### config.mk
export PLATFORM = sky130hd
export DESIGN_NAME = result_uart_tx
export DESIGN_NICKNAME = d
export VERILOG_FILES = /design/src/rtl/alu_uart_pkg.sv /design/src/rtl/bin2bcd_8bit.sv /design/src/rtl/result_uart_tx.sv
export SDC_FILE = /design/constraint.sdc
export NUM_CORES = 1
export LEC_CHECK = 0
export CAP_MARGIN = 20
export CORE_MARGIN = 4
export CORE_UTILIZATION = 61
export CTS_CLUSTER_DIAMETER = 150
export CTS_CLUSTER_SIZE = 14
export DETAILED_ROUTE_END_ITERATION = 7
export HOLD_SLACK_MARGIN = 0.15
export PLACE_DENSITY = 0.8
export SLEW_MARGIN = 20
export SYNTH_ARGS = -nofsm -noshare
export SYNTH_HDL_FRONTEND = slang
export SYNTH_SLANG_ARGS = --single-unit
### constraint.sdc
create_clock -name clk -period 3.9 [get_ports clk]
set_input_delay 0.78 -clock clk [delete_from_list [all_inputs] [get_ports clk]]
set_output_delay 0.78 -clock clk [all_outputs]
set_load 0.05 [all_outputs]
### src/rtl/alu_uart_pkg.sv
// Shared ALU/UART definitions: ASCII codes, tx FSM states, baud helper.
// RESULT_TX_PARITY_EN adds the even-parity state to the tx FSM.
package alu_uart_pkg;

  localparam logic [7:0] ASCII_ZERO = 8'h30;
  localparam logic [7:0] ASCII_CR   = 8'h0D;
  localparam logic [7:0] ASCII_LF   = 8'h0A;
  localparam logic [7:0] ASCII_E    = 8'h45;
  localparam logic [7:0] ASCII_R    = 8'h52;

  typedef enum logic [2:0] {
    ST_IDLE,
    ST_CONV,
    ST_LOAD,
    ST_START,
    ST_DATA,
`ifdef RESULT_TX_PARITY_EN
    ST_PARITY,
`endif
    ST_STOP,
    ST_FIN
  } tx_state_e;

  function automatic int clks_per_bit(
    input int clk_freq,
    input int baud
  );
    return clk_freq / baud;
  endfunction

  // Significant decimal digits, the ones digit always counts.
  function automatic logic [1:0] num_digits(
    input logic [11:0] bcd
  );
    if (bcd[11:8] != 4'd0) return 2'd3;
    if (bcd[7:4] != 4'd0)  return 2'd2;
    return 2'd1;
  endfunction

  function automatic logic [2:0] msg_len(
    input logic        err,
    input logic [11:0] bcd
  );
    if (err) return 3'd5;
    return {1'b0, num_digits(bcd)} + 3'd2;
  endfunction

  function automatic logic [7:0] msg_byte(
    input logic        err,
    input logic [11:0] bcd,
    input logic [2:0]  idx
  );
    logic [2:0] nd;
    logic [2:0] pos;
    logic [3:0] dig;
    nd  = {1'b0, num_digits(bcd)};
    pos = idx + (3'd3 - nd);
    dig = 4'd0;
    if (err) begin
      unique case (idx)
        3'd0:    return ASCII_E;
        3'd1:    return ASCII_R;
        3'd2:    return ASCII_R;
        3'd3:    return ASCII_CR;
        default: return ASCII_LF;
      endcase
    end
    if (idx < nd) begin
      unique case (pos)
        3'd0:    dig = bcd[11:8];
        3'd1:    dig = bcd[7:4];
        default: dig = bcd[3:0];
      endcase
      return ASCII_ZERO | {4'd0, dig};
    end
    if (idx == nd) return ASCII_CR;
    return ASCII_LF;
  endfunction

endpackage

### src/rtl/bin2bcd_8bit.sv
// Sequential double-dabble: 8-bit binary to 3-digit BCD.
// Fixed 8-cycle latency after start_i, done_o pulses for one cycle.
module bin2bcd_8bit (
  input  logic        clk,
  input  logic        rst_n,
  input  logic        start_i,
  input  logic [7:0]  bin_i,
  output logic        done_o,
  output logic [11:0] bcd_o
);

  logic [19:0] sh_q, sh_d, adj;
  logic [2:0]  cnt_q, cnt_d;
  logic        run_q, run_d;
  logic        done_q, done_d;

  // One shift-and-add-3 iteration plus handshake control.
  always_comb begin
    adj    = sh_q;
    sh_d   = sh_q;
    cnt_d  = cnt_q;
    run_d  = run_q;
    done_d = 1'b0;
    for (int i = 0; i < 3; i++) begin
      if (adj[8+4*i +: 4] >= 4'd5)
        adj[8+4*i +: 4] = adj[8+4*i +: 4] + 4'd3;
    end
    if (start_i) begin
      sh_d  = {12'd0, bin_i};
      cnt_d = 3'd0;
      run_d = 1'b1;
    end else if (run_q) begin
      sh_d  = {adj[18:0], 1'b0};
      cnt_d = cnt_q + 3'd1;
      if (cnt_q == 3'd7) begin
        run_d  = 1'b0;
        done_d = 1'b1;
      end
    end
  end

  // Converter state register.
  always_ff @(posedge clk or negedge rst_n) begin
    if (!rst_n) begin
      sh_q   <= '0;
      cnt_q  <= '0;
      run_q  <= 1'b0;
      done_q <= 1'b0;
    end else begin
      sh_q   <= sh_d;
      cnt_q  <= cnt_d;
      run_q  <= run_d;
      done_q <= done_d;
    end
  end

  assign done_o = done_q;
  assign bcd_o  = sh_q[19:8];

endmodule

### src/rtl/result_uart_tx.sv
// Sends the ALU result as decimal ASCII + CR LF (or "ERR") over UART.
// RESULT_TX_PARITY_EN switches the frame from 8N1 to 8E1.
module result_uart_tx #(
  parameter int CLK_FREQ = 50000000,
  parameter int BAUD     = 9600
) (
  input  logic       clk,
  input  logic       rst,
  input  logic [7:0] result,
  input  logic       div0,
  input  logic       start,
  output logic       busy,
  output logic       done,
  output logic       tx
);

  import alu_uart_pkg::*;

  localparam int CPB = clks_per_bit(CLK_FREQ, BAUD);
  localparam int BW  = $clog2(CPB);
  localparam logic [BW-1:0] BAUD_LAST = BW'(CPB - 1);

  tx_state_e      state_q, state_d;
  logic           err_q, err_d;
  logic [2:0]     idx_q, idx_d;
  logic [2:0]     bit_q, bit_d;
  logic [BW-1:0]  baud_q, baud_d;
  logic [7:0]     byte_q, byte_d;
  logic           tx_q, tx_d;
  logic           conv_go;
  logic           bcd_done;
  logic [11:0]    bcd_val;
  logic           baud_end;

  assign baud_end = (baud_q == BAUD_LAST);

  bin2bcd_8bit u_bcd (
    .clk     (clk),
    .rst_n   (rst),
    .start_i (conv_go),
    .bin_i   (result),
    .done_o  (bcd_done),
    .bcd_o   (bcd_val)
  );

  // Next-state: conversion, character sequencing and bit timing.
  always_comb begin
    state_d = state_q;
    err_d   = err_q;
    idx_d   = idx_q;
    bit_d   = bit_q;
    baud_d  = baud_q;
    byte_d  = byte_q;
    conv_go = 1'b0;
    unique case (state_q)
      ST_IDLE: begin
        if (start) begin
          state_d = ST_CONV;
          err_d   = div0;
          idx_d   = 3'd0;
          conv_go = ~div0;
        end
      end
      ST_CONV: begin
        if (err_q || bcd_done) state_d = ST_LOAD;
      end
      ST_LOAD: begin
        byte_d  = msg_byte(err_q, bcd_val, idx_q);
        baud_d  = '0;
        state_d = ST_START;
      end
      ST_START: begin
        baud_d = baud_q + BW'(1);
        if (baud_end) begin
          baud_d  = '0;
          bit_d   = 3'd0;
          state_d = ST_DATA;
        end
      end
      ST_DATA: begin
        baud_d = baud_q + BW'(1);
        if (baud_end) begin
          baud_d = '0;
          if (bit_q == 3'd7) begin
`ifdef RESULT_TX_PARITY_EN
            state_d = ST_PARITY;
`else
            state_d = ST_STOP;
`endif
          end else begin
            bit_d = bit_q + 3'd1;
          end
        end
      end
`ifdef RESULT_TX_PARITY_EN
      ST_PARITY: begin
        baud_d = baud_q + BW'(1);
        if (baud_end) begin
          baud_d  = '0;
          state_d = ST_STOP;
        end
      end
`endif
      ST_STOP: begin
        baud_d = baud_q + BW'(1);
        if (baud_end) begin
          baud_d = '0;
          if (idx_q == msg_len(err_q, bcd_val) - 3'd1) begin
            state_d = ST_FIN;
          end else begin
            idx_d   = idx_q + 3'd1;
            state_d = ST_LOAD;
          end
        end
      end
      ST_FIN: begin
        state_d = ST_IDLE;
      end
      default: begin
        state_d = ST_IDLE;
      end
    endcase
  end

  // Line level for the coming cycle, registered so tx never glitches.
  always_comb begin
    tx_d = 1'b1;
    unique case (state_d)
      ST_START:  tx_d = 1'b0;
      ST_DATA:   tx_d = byte_d[bit_d];
`ifdef RESULT_TX_PARITY_EN
      ST_PARITY: tx_d = ^byte_d;
`endif
      default:   tx_d = 1'b1;
    endcase
  end

  // State and datapath registers; reset aborts any frame in flight.
  always_ff @(posedge clk or negedge rst) begin
    if (!rst) begin
      state_q <= ST_IDLE;
      err_q   <= 1'b0;
      idx_q   <= '0;
      bit_q   <= '0;
      baud_q  <= '0;
      byte_q  <= '0;
      tx_q    <= 1'b1;
    end else begin
      state_q <= state_d;
      err_q   <= err_d;
      idx_q   <= idx_d;
      bit_q   <= bit_d;
      baud_q  <= baud_d;
      byte_q  <= byte_d;
      tx_q    <= tx_d;
    end
  end

  assign tx   = tx_q;
  assign done = (state_q == ST_FIN);
  assign busy = (state_q != ST_IDLE) && (state_q != ST_FIN);

endmodule

==> results of run 1 <==
[sequential cells by signal, summed over array words and instances (netlist names)]
| name | count |
|---|---|
| baud_q | 13 |
| bit_q | 3 |
| byte_q | 8 |
| err_q | 1 |
| idx_q | 3 |
| state_q | 3 |
| tx | 1 |
| u_bcd.cnt_q | 3 |
| u_bcd.done_o | 1 |
| u_bcd.run_q | 1 |
| u_bcd.sh_q | 20 |
[where the power goes]
part	switching, mW	internal, mW	total (mW)
Sequential	0.207	0.777	0.984
Combinational	0.418	0.323	0.740
Clock	0.253	0.297	0.550
[metal layers]
metal | wire, microns | track usage [%] | vias up
met5 | 0 | 0 | -
met4 | 125 | 6.87 | 0
met3 | 337 | 6.61 | 15
met2 | 3610 | 37.7 | 69
met1 | 3280 | 30.3 | 1385
li1 | - | - | 1397
[cell type report]
cell class                 instances  area, sq um
clock buffer                      10          128
clock inverter                     6         67.6
fill                             408         1630
inverter                          14         52.6
multi-input combinational        300         1980
sequential                        57         1430
tap                               72         90.1
timing repair buffer              17          165
[placed cells by master, fill, tap and decap left out, types with 9 or more instances in the layout]
cell | synthesis | layout
o21ai_0 | 42 | 42
nand2_1 | 47 | 47
a21oi_1 | 15 | 15
nor2b_1 | 10 | 10
clkdlybuf4s50_1 | 0 | 13
mux2i_1 | 24 | 24
nand3_1 | 12 | 12
dfrtp_1 | 56 | 56
ha_1 | 20 | 20
inv_1 | 14 | 14
nor2_1 | 40 | 40
nor3_1 | 9 | 9
clkbuf_8 | 0 | 9
[per-stage QoR]
step	hold WS [ns]	utilization (%)	power [mW]	setup WS (ns)	cell area, sq um
global route	0.503	70.6	2.47	0.189	3910
finish	0.475	70.6	2.27	0.404	3910
global placement	0.448	66.8	1.67	0.811	3700
floorplan	0.433	-	1.51	1.14	3510
detailed placement	0.461	67.1	1.72	0.764	3710
CTS	0.477	70.6	2.28	0.382	3910
[critical path, stage by stage, from the launching register on]
cell and delay (ns):
dfrtp_1 0.60, and2b_4 0.28, nor2_1 0.65, nand2_1 0.13, clkdlybuf4s50_1 0.73
[kinds of logic (layout without fill, tap and decap cells)]
| group | after synthesis | after routing | synth area share (%) |
|---|---|---|---|
| AOI/OAI and AO/OA | 94 | 94 | 16.7 |
| adders and majority gates | 20 | 20 | 7.13 |
| muxes | 25 | 25 | 7.16 |
| buffers and inverters | 27 | 47 | 3.14 |
| and+or+nand+nor | 154 | 154 | 23.3 |
| xor gates and xnor gates | 7 | 7 | 1.96 |
| DFF | 57 | 57 | 40.7 |
[worst max-delay path by stage]
stage,from,depth (start not counted),endpoint
final,state_q[2],4,busy
after floorplan,u_bcd.sh_q[12],13,tx
after detailed placement,u_bcd.sh_q[13],13,tx
after global placement,state_q[2],4,busy
after CTS,state_q[2],4,busy
after global routing,state_q[1],4,busy
==> impl_results.md, run 1 <==
- Post-DP HPWL: 5.14 mm
- Mapped Nets: 416
- Total CTS buffers: 9
- Setup TNS: 0 ns
- Worst r2r dst: tx
- Syn-to-layout area delta: 11.4%
- Number of global-route vias before repair: 2882
- Crit start category: flop
- IO Pins: 15
- Rows: 27
- Pins Over Slew Limit: 0
- Syn avg cell area: 9.14 sq um
- Max Clk Rate: 0.286 GHz
- DR vias: 2866
- Synth async-reset ratio: 100%
- Hold path cells: 2
- Placed cell count: 460
- Measured slew at the worst slew-check pin: 0.934 ns
- IO Port Bufs: 14
- Worst min-delay path category: flop to flop
- Sequential element share of the synthesized area: 40.7%
- Yosys cell types: 56
- CTS tree: built
- Hold Fails Final Rpt: 0
- CTS Hold Bufs: 0
- Synth Flop Type: dfrtp_1
- Post-synth top area cell: dfrtp_1
- Critical path endpoint category: primary output
- Synth area leaders: dfrtp_1 40%, ha_1 7.1%, mux2i_1 6.8%
- Antenna violations before repair: 0
- Max_cap viols: 0
- Post-synth EDFFs: 0
- Crit share post-route: 89.6%
- First DRT Iteration DRCs: 173
- Max_slew headroom: 37.7%
- Vias per inst: 6.02
- Area of the die: 7030 sq um
- Top-area cell type share of the netlist area: 39.9%
- Yosys reg bits: 57
- Reg-to-Reg Start: u_bcd.sh_q[13]
- Mapped Cells: 384
- Final setup violation count: 0
- Reg2reg path depth: 13
- CTS Root Cell: clkbuf_8
- Post-synth top cells: 56 x dfrtp_1, 47 x nand2_1, 42 x o21ai_0, 40 x nor2_1, 24 x mux2i_1
- Crit Path Category: flop to primary output
- Share of cells above drive strength 1: 9.65%
- DRC violations left: 0
- Register clock-pin slew on the reported worst setup and hold paths: 0.06 ns
- Total Routed Length: 7.35 mm
- # resized after CTS: 0
- Max clock buf depth: 2
- Post-route minimum period: 3.50 ns
- DR pass1 iterations: 5
- Count leader, synth: dfrtp_1
- FF-to-FF setup slack: 0.74 ns
- H-tree levels: 3
- Clk sinks: 57
- Layout Cells excl Fill: 476
- Nets@finish: 431
- ANT cells: 0
- Gpl congestion: 0.825
- Core ar.: 5540 sq um
- Die W: 83.9 microns
- Critical Path RT: 3.12 ns
- Worst VDD drop: 0.482 mV
- Hold path endpoint: byte_q[4]
- Clock Skews: 0.00708 ns
- Die Y: 83.9 microns
- Synthesis Warnings: 0
- First-pass GRT wire length: 13.2 mm
- Power per cell area: 582 nW/um^2
- Peak fanout along the critical path: 16
- Grt ovf: 0
- Leakage: 1.65 nW
- HP Start: byte_q[4]
- Status: finished, final reports clean
- Mapped Area: 3510 sq um
- Setup Fix Bufs, Post-CTS: 0
- Overall routing resource usage: 23.2%
- Clock latency on the worst-skew pair: 0.34 ns
- Pin count of the biggest net entering global routing: 41
- Initial Util: 63.4%
- RSZ-0062 raised after global routing: no
- Crit path arrival time: 2.72 ns
- WL per Instance: 15.4 microns
- Post-DRT Antenna Nets: 0
No activity file was read; power rests on OpenSTA's default activity.
==> run 2, diff against run 1 <==
Settings changed: CAP_MARGIN 20 to 40.
==> impl_results.md, run 2 (same netlist as run 1, synthesis figures left out) <==
- Layout Cells excl Fill: 478
- Grt ovf: 0
- Vias per inst: 6.04
- Critical path endpoint category: primary output
- Post-route minimum period: 3.24 ns
- Nets@finish: 433
- Clock latency on the worst-skew pair: 0.35 ns
- Crit Path Category: flop to primary output
- Core ar.: 5540 sq um
- Worst hold margin: 0.424 ns
- CP Depth: 5
- Crit-path cells: and2b_4, nor2_1, buf_4, nand2_1, clkdlybuf4s50_1
- Setup Fix Bufs, Post-CTS: 0
- Placed cell count: 461
- Hold Fails Final Rpt: 0
- Register name with the most flops: u_bcd.sh_q
- Initial Util: 63.4%
- DR pass1 iterations: 5
- ANT cells: 0
- Overall routing resource usage: 23.1%
- Total Routed Length: 7.49 mm
- CP startpoint: state_q[1]
- Measured slew at the worst slew-check pin: 0.582 ns
- Clk sinks: 57
- Crit start category: flop
- Post-route cell area: 3920 sq um
- Clock Skews: 0.00936 ns
- Max_cap viols: 0
- Worst r2r dst: tx
- Reg2reg path depth: 13
- Crit path arrival time: 2.46 ns
- CTS Hold Bufs: 0
- WL per Instance: 15.7 microns
- Post-DRT Antenna Nets: 0
- Worst path bufs/invs: 2
- Setup TNS: 0 ns
- Peak fanout along the critical path: 17
- DRC violations left: 0
- Slowest stage delay, CP: 0.80 ns
- Post-DP HPWL: 5.24 mm
- FF-to-FF setup slack: 0.75 ns
- Leakage: 1.65 nW
- Most frequent cells in the layout: 56 x dfrtp_1, 47 x nand2_1, 42 x o21ai_0
- First-pass GRT wire length: 13.2 mm
- Pins Over Slew Limit: 0
- Top delay family on crit path: buffers and inverters
- IO Port Bufs: 14
- Max stage delay cell, worst path: clkdlybuf4s50_1
- Total CTS buffers: 9
- Die W: 83.9 microns
- First DRT Iteration DRCs: 170
- RSZ-0062 raised after global routing: no
- Reg-to-Reg Start: u_bcd.sh_q[13]
- Syn-to-layout area delta: 11.7%
- Critical Path RT: 3.12 ns
- Final setup violation count: 0
- H-tree levels: 3
- Max Clk Rate: 0.309 GHz
- Max_slew headroom: 61.2%
- Register clock-pin slew on the reported worst setup and hold paths: 0.07 ns
- Antenna violations before repair: 0
- Worst VDD drop: 0.431 mV
- Gpl congestion: 0.825
- CTS Root Cell: clkbuf_8
- Pin count of the biggest net entering global routing: 34
- Max reg flops: 20
- Crit path to: busy
- Share of cells above drive strength 1: 10.1%
- Commonest non-fill, non-tap cell in the layout: dfrtp_1
- Max clock buf depth: 2
- Cell Area, Placed: 3740 sq um
- IO Pins: 15
- Biggest regs: u_bcd.sh_q x20, baud_q x13, byte_q x8
- # resized after CTS: 0
- Area of the die: 7030 sq um
- Number of global-route vias before repair: 2840
- Rows: 27
- Worst min-delay path category: primary input to asynchronous set/reset pin
- Status: finished, final reports clean
- DR vias: 2888
- Die Y: 83.9 microns
- Power per cell area: 566 nW/um^2
- Crit share post-route: 83.0%
- CTS tree: built
run 2: cell types whose count changed in the layout (fill, tap and decap cells not counted), sizes merged:
| cell | previous run | this run |
|---|---|---|
| buf | 4 | 6 |
| bufinv | 1 | 0 |
| clkinv | 2 | 3 |
| clkinvlp | 2 | 3 |
| inv | 15 | 14 |
run 2: worst min-delay path by stage:
stage / from / end / slack (ns) / cells past startpoint
floorplan: byte_q[4] / byte_q[4] / 0.43 / 2
global placement: byte_q[4] / byte_q[4] / 0.45 / 2
detailed placement: byte_q[4] / byte_q[4] / 0.46 / 2
CTS: rst / u_bcd.sh_q[14] / 0.44 / 1
global route: rst / u_bcd.sh_q[0] / 0.46 / 1
finish: rst / byte_q[7] / 0.42 / 1
run 2: final cells by class:
class / instances / area [sq um]
Multi-Input combinational cell: 300 / 1980
Timing Repair Buffer: 19 / 200
Sequential cell: 57 / 1430
Inverter: 14 / 52.6
Tap cell: 72 / 90.1
Clock inverter: 6 / 45.0
Clock buffer: 10 / 128
Fill cell: 415 / 1620
run 2: metrics by stage:
stage	worst slack (ns)	total power, mW	util [%]
detailed placement	0.772	1.72	67.5
CTS	0.402	2.22	70.7
global route	0.525	2.41	70.8
floorplan	1.14	1.51	-
finish	0.665	2.22	70.8
global placement	0.811	1.67	66.8
run 2: metal layers:
metal  wire (microns)  vias up  part of all wire [%]  global-route usage, %
met5                0        -                     0                      0
met4               98        0                   1.3                   6.29
met3              366       15                   4.9                   6.91
met2             3720       76                    50                   37.5
met1             3300     1396                    44                   30.1
li1                 -     1401                     -                      -
run 2: power by group:
part	total (mW)	internal [mW]	switching (mW)	leakage, nW
Sequential	0.986	0.777	0.209	0.695
Clock	0.486	0.231	0.256	0.0785
Combinational	0.748	0.331	0.418	0.877
run 2: worst register-to-register path, delay by kind of cell (launching register included):
family | cells | cell delay [ns]
AO/OA/AOI/OAI | 4 | 0.97
adder cells (fa/ha/maj) | 3 | 0.74
flip-flops | 1 | 0.43
multiplexers | 2 | 0.32
AND/OR/NAND/NOR | 2 | 0.30
XOR/XNOR | 1 | 0.22
buffers and inverters | 1 | 0.10
==> run 3, diff against run 2 <==
Settings changed: CORE_UTILIZATION 61 to 55, PLACE_DENSITY 0.8 to 0.76.
Clock period 3.9 ns to 2.9 ns, I/O delays scaled along.
==> impl_results.md, run 3 (same netlist as run 1, synthesis figures left out) <==
- Status: finished, final reports clean
- Gpl congestion: 0.858
- Crit start category: flop
- Critical path endpoint category: flop
- Max clock buf depth: 2
- CTS Root Cell: clkbuf_8
- Fillers: 472
- Most frequent cells in the layout: 56 x dfrtp_1, 45 x nand2_1, 39 x o21ai_0
- Clock Skews: 0.00555 ns
- Nets@finish: 443
- Pre-CTS setup slack: 0.0202 ns
- Grt ovf: 0
- Overall power: 3.44 mW
- Total CTS buffers: 9
- Final setup violation count: 0
- Leakage: 1.74 nW
- Overall routing resource usage: 20.5%
- Register clock-pin slew on the reported worst setup and hold paths: 0.07 ns
- Biggest regs: u_bcd.sh_q x20, baud_q x13, byte_q x8
- CTS tree: built
- DR vias: 2896
- Rows: 28
- Number of global-route vias before repair: 2726
- Antenna violations before repair: 0
- Initial Util: 57.9%
- DR pass1 iterations: 4
- Post-route cell area: 4180 sq um
- Syn-to-layout area delta: 19.2%
- Clk sinks: 57
- IO Pins: 15
- Sequential Area: 1430 sq um
- Worst VDD drop: 0.523 mV
- Crit share post-route: 96.1%
- Power per cell area: 823 nW/um^2
- Die W: 87.9 microns
- Setup TNS: 0 ns
- Die Y: 87.9 microns
- IO Port Bufs: 14
- Register name with the most flops: u_bcd.sh_q
- Max Clk Rate: 0.359 GHz
- Hold Fails Final Rpt: 0
- Placed cell count: 471
- Max_slew headroom: 55.9%
- Fin worst setup slack: 0.113 ns
- Commonest non-fill, non-tap cell in the layout: dfrtp_1
- Vias per inst: 5.90
- Pins Over Slew Limit: 0
- Crit Path Category: flop to flop
- Total Routed Length: 7.48 mm
- Clock latency on the worst-skew pair: 0.34 ns
- Post-DRT Antenna Nets: 0
- Worst min-delay path category: primary input to asynchronous set/reset pin
- Cell Area, Placed: 3770 sq um
- Critical Path RT: 3.17 ns
- Post-route minimum period: 2.79 ns
- First DRT Iteration DRCs: 160
- Area of the die: 7730 sq um
- DRC violations left: 0
- Measured slew at the worst slew-check pin: 0.661 ns
- First-pass GRT wire length: 12.5 mm
- Core ar.: 6060 sq um
- Final Core Density: 69.0%
- WL per Instance: 15.2 microns
- Max reg flops: 20
- Post-DP HPWL: 4.97 mm
- ANT cells: 0
- Worst hold margin: 0.213 ns
- Share of cells above drive strength 1: 17.1%
- Multi-input logic area: 2100 sq um
- H-tree levels: 3
- Layout Cells excl Fill: 491
- Crit path arrival time: 3.05 ns
- Pin count of the biggest net entering global routing: 34
- Max_cap viols: 0
- Peak fanout along the critical path: 8
run 3: changes by cell type in the layout (fill, tap and decap cells not counted), sizes merged:
cell / change
buf: +11
bufinv: +3
clkinv: -3
clkbuf: +2
clkinvlp: -2
clkdlybuf4s50: -1
run 3: routing by layer:
metal / wire length [microns] / track usage [%] / vias to the layer above
li1: - / - / 1426
met1: 3520 / 28.1 / 1401
met2: 3540 / 32.3 / 51
met3: 258 / 3.10 / 18
met4: 160 / 9.07 / 0
met5: 0 / 0 / -
run 3: path summary, 6_finish.rpt:
check | startpoint | to | slack [ns] | cells past startpoint
min in group clk | byte_q[4] | byte_q[4] | 0.48 | 2
max | u_bcd.sh_q[17] | tx | 0.11 | 14
min reg2reg | byte_q[4] | byte_q[4] | 0.48 | 2
max in group asynchronous | rst | u_bcd.sh_q[11] | 2.02 | 2
max reg2reg | u_bcd.sh_q[17] | tx | 0.11 | 14
min | rst | byte_q[5] | 0.21 | 1
run 3: area by class of cell:
| type | count | share of cell area, % |
|---|---|---|
| clock buffers | 12 | 3.95 |
| clock inverters | 4 | 2.33 |
| inverters | 14 | 1.26 |
| multi-input cells | 300 | 50.2 |
| flip-flops and latches | 57 | 34.1 |
| well taps | 75 | 2.24 |
| repair buffers | 29 | 5.86 |
run 3: repair_timing:
item	CTS	global route
gates resized for setup	0	28
setup buffers	0	4
hold endpoints to repair	0	0
setup endpoints to repair	0	1
hold buffers	0	0
run 3: power by group:
group          switching [mW]  total [mW]  internal (mW)  leakage [nW]
registers               0.242        1.29           1.05         0.695
logic                   0.644        1.19          0.542         0.912
clock network           0.328       0.970          0.641         0.129
total                    1.21        3.44           2.23          1.74
run 3: worst max-delay path, stage by stage, from the launching register on:
cell	delay [ns]
dfrtp_1	0.42
inv_2	0.11
ha_4	0.15
nand2_2	0.07
nor2_4	0.13
ha_4	0.13
inv_1	0.06
ha_4	0.26
xor2_4	0.20
o311a_1	0.33
o31ai_2	0.21
mux2i_1	0.10
mux2i_1	0.21
o22ai_1	0.13
a22oi_2	0.19
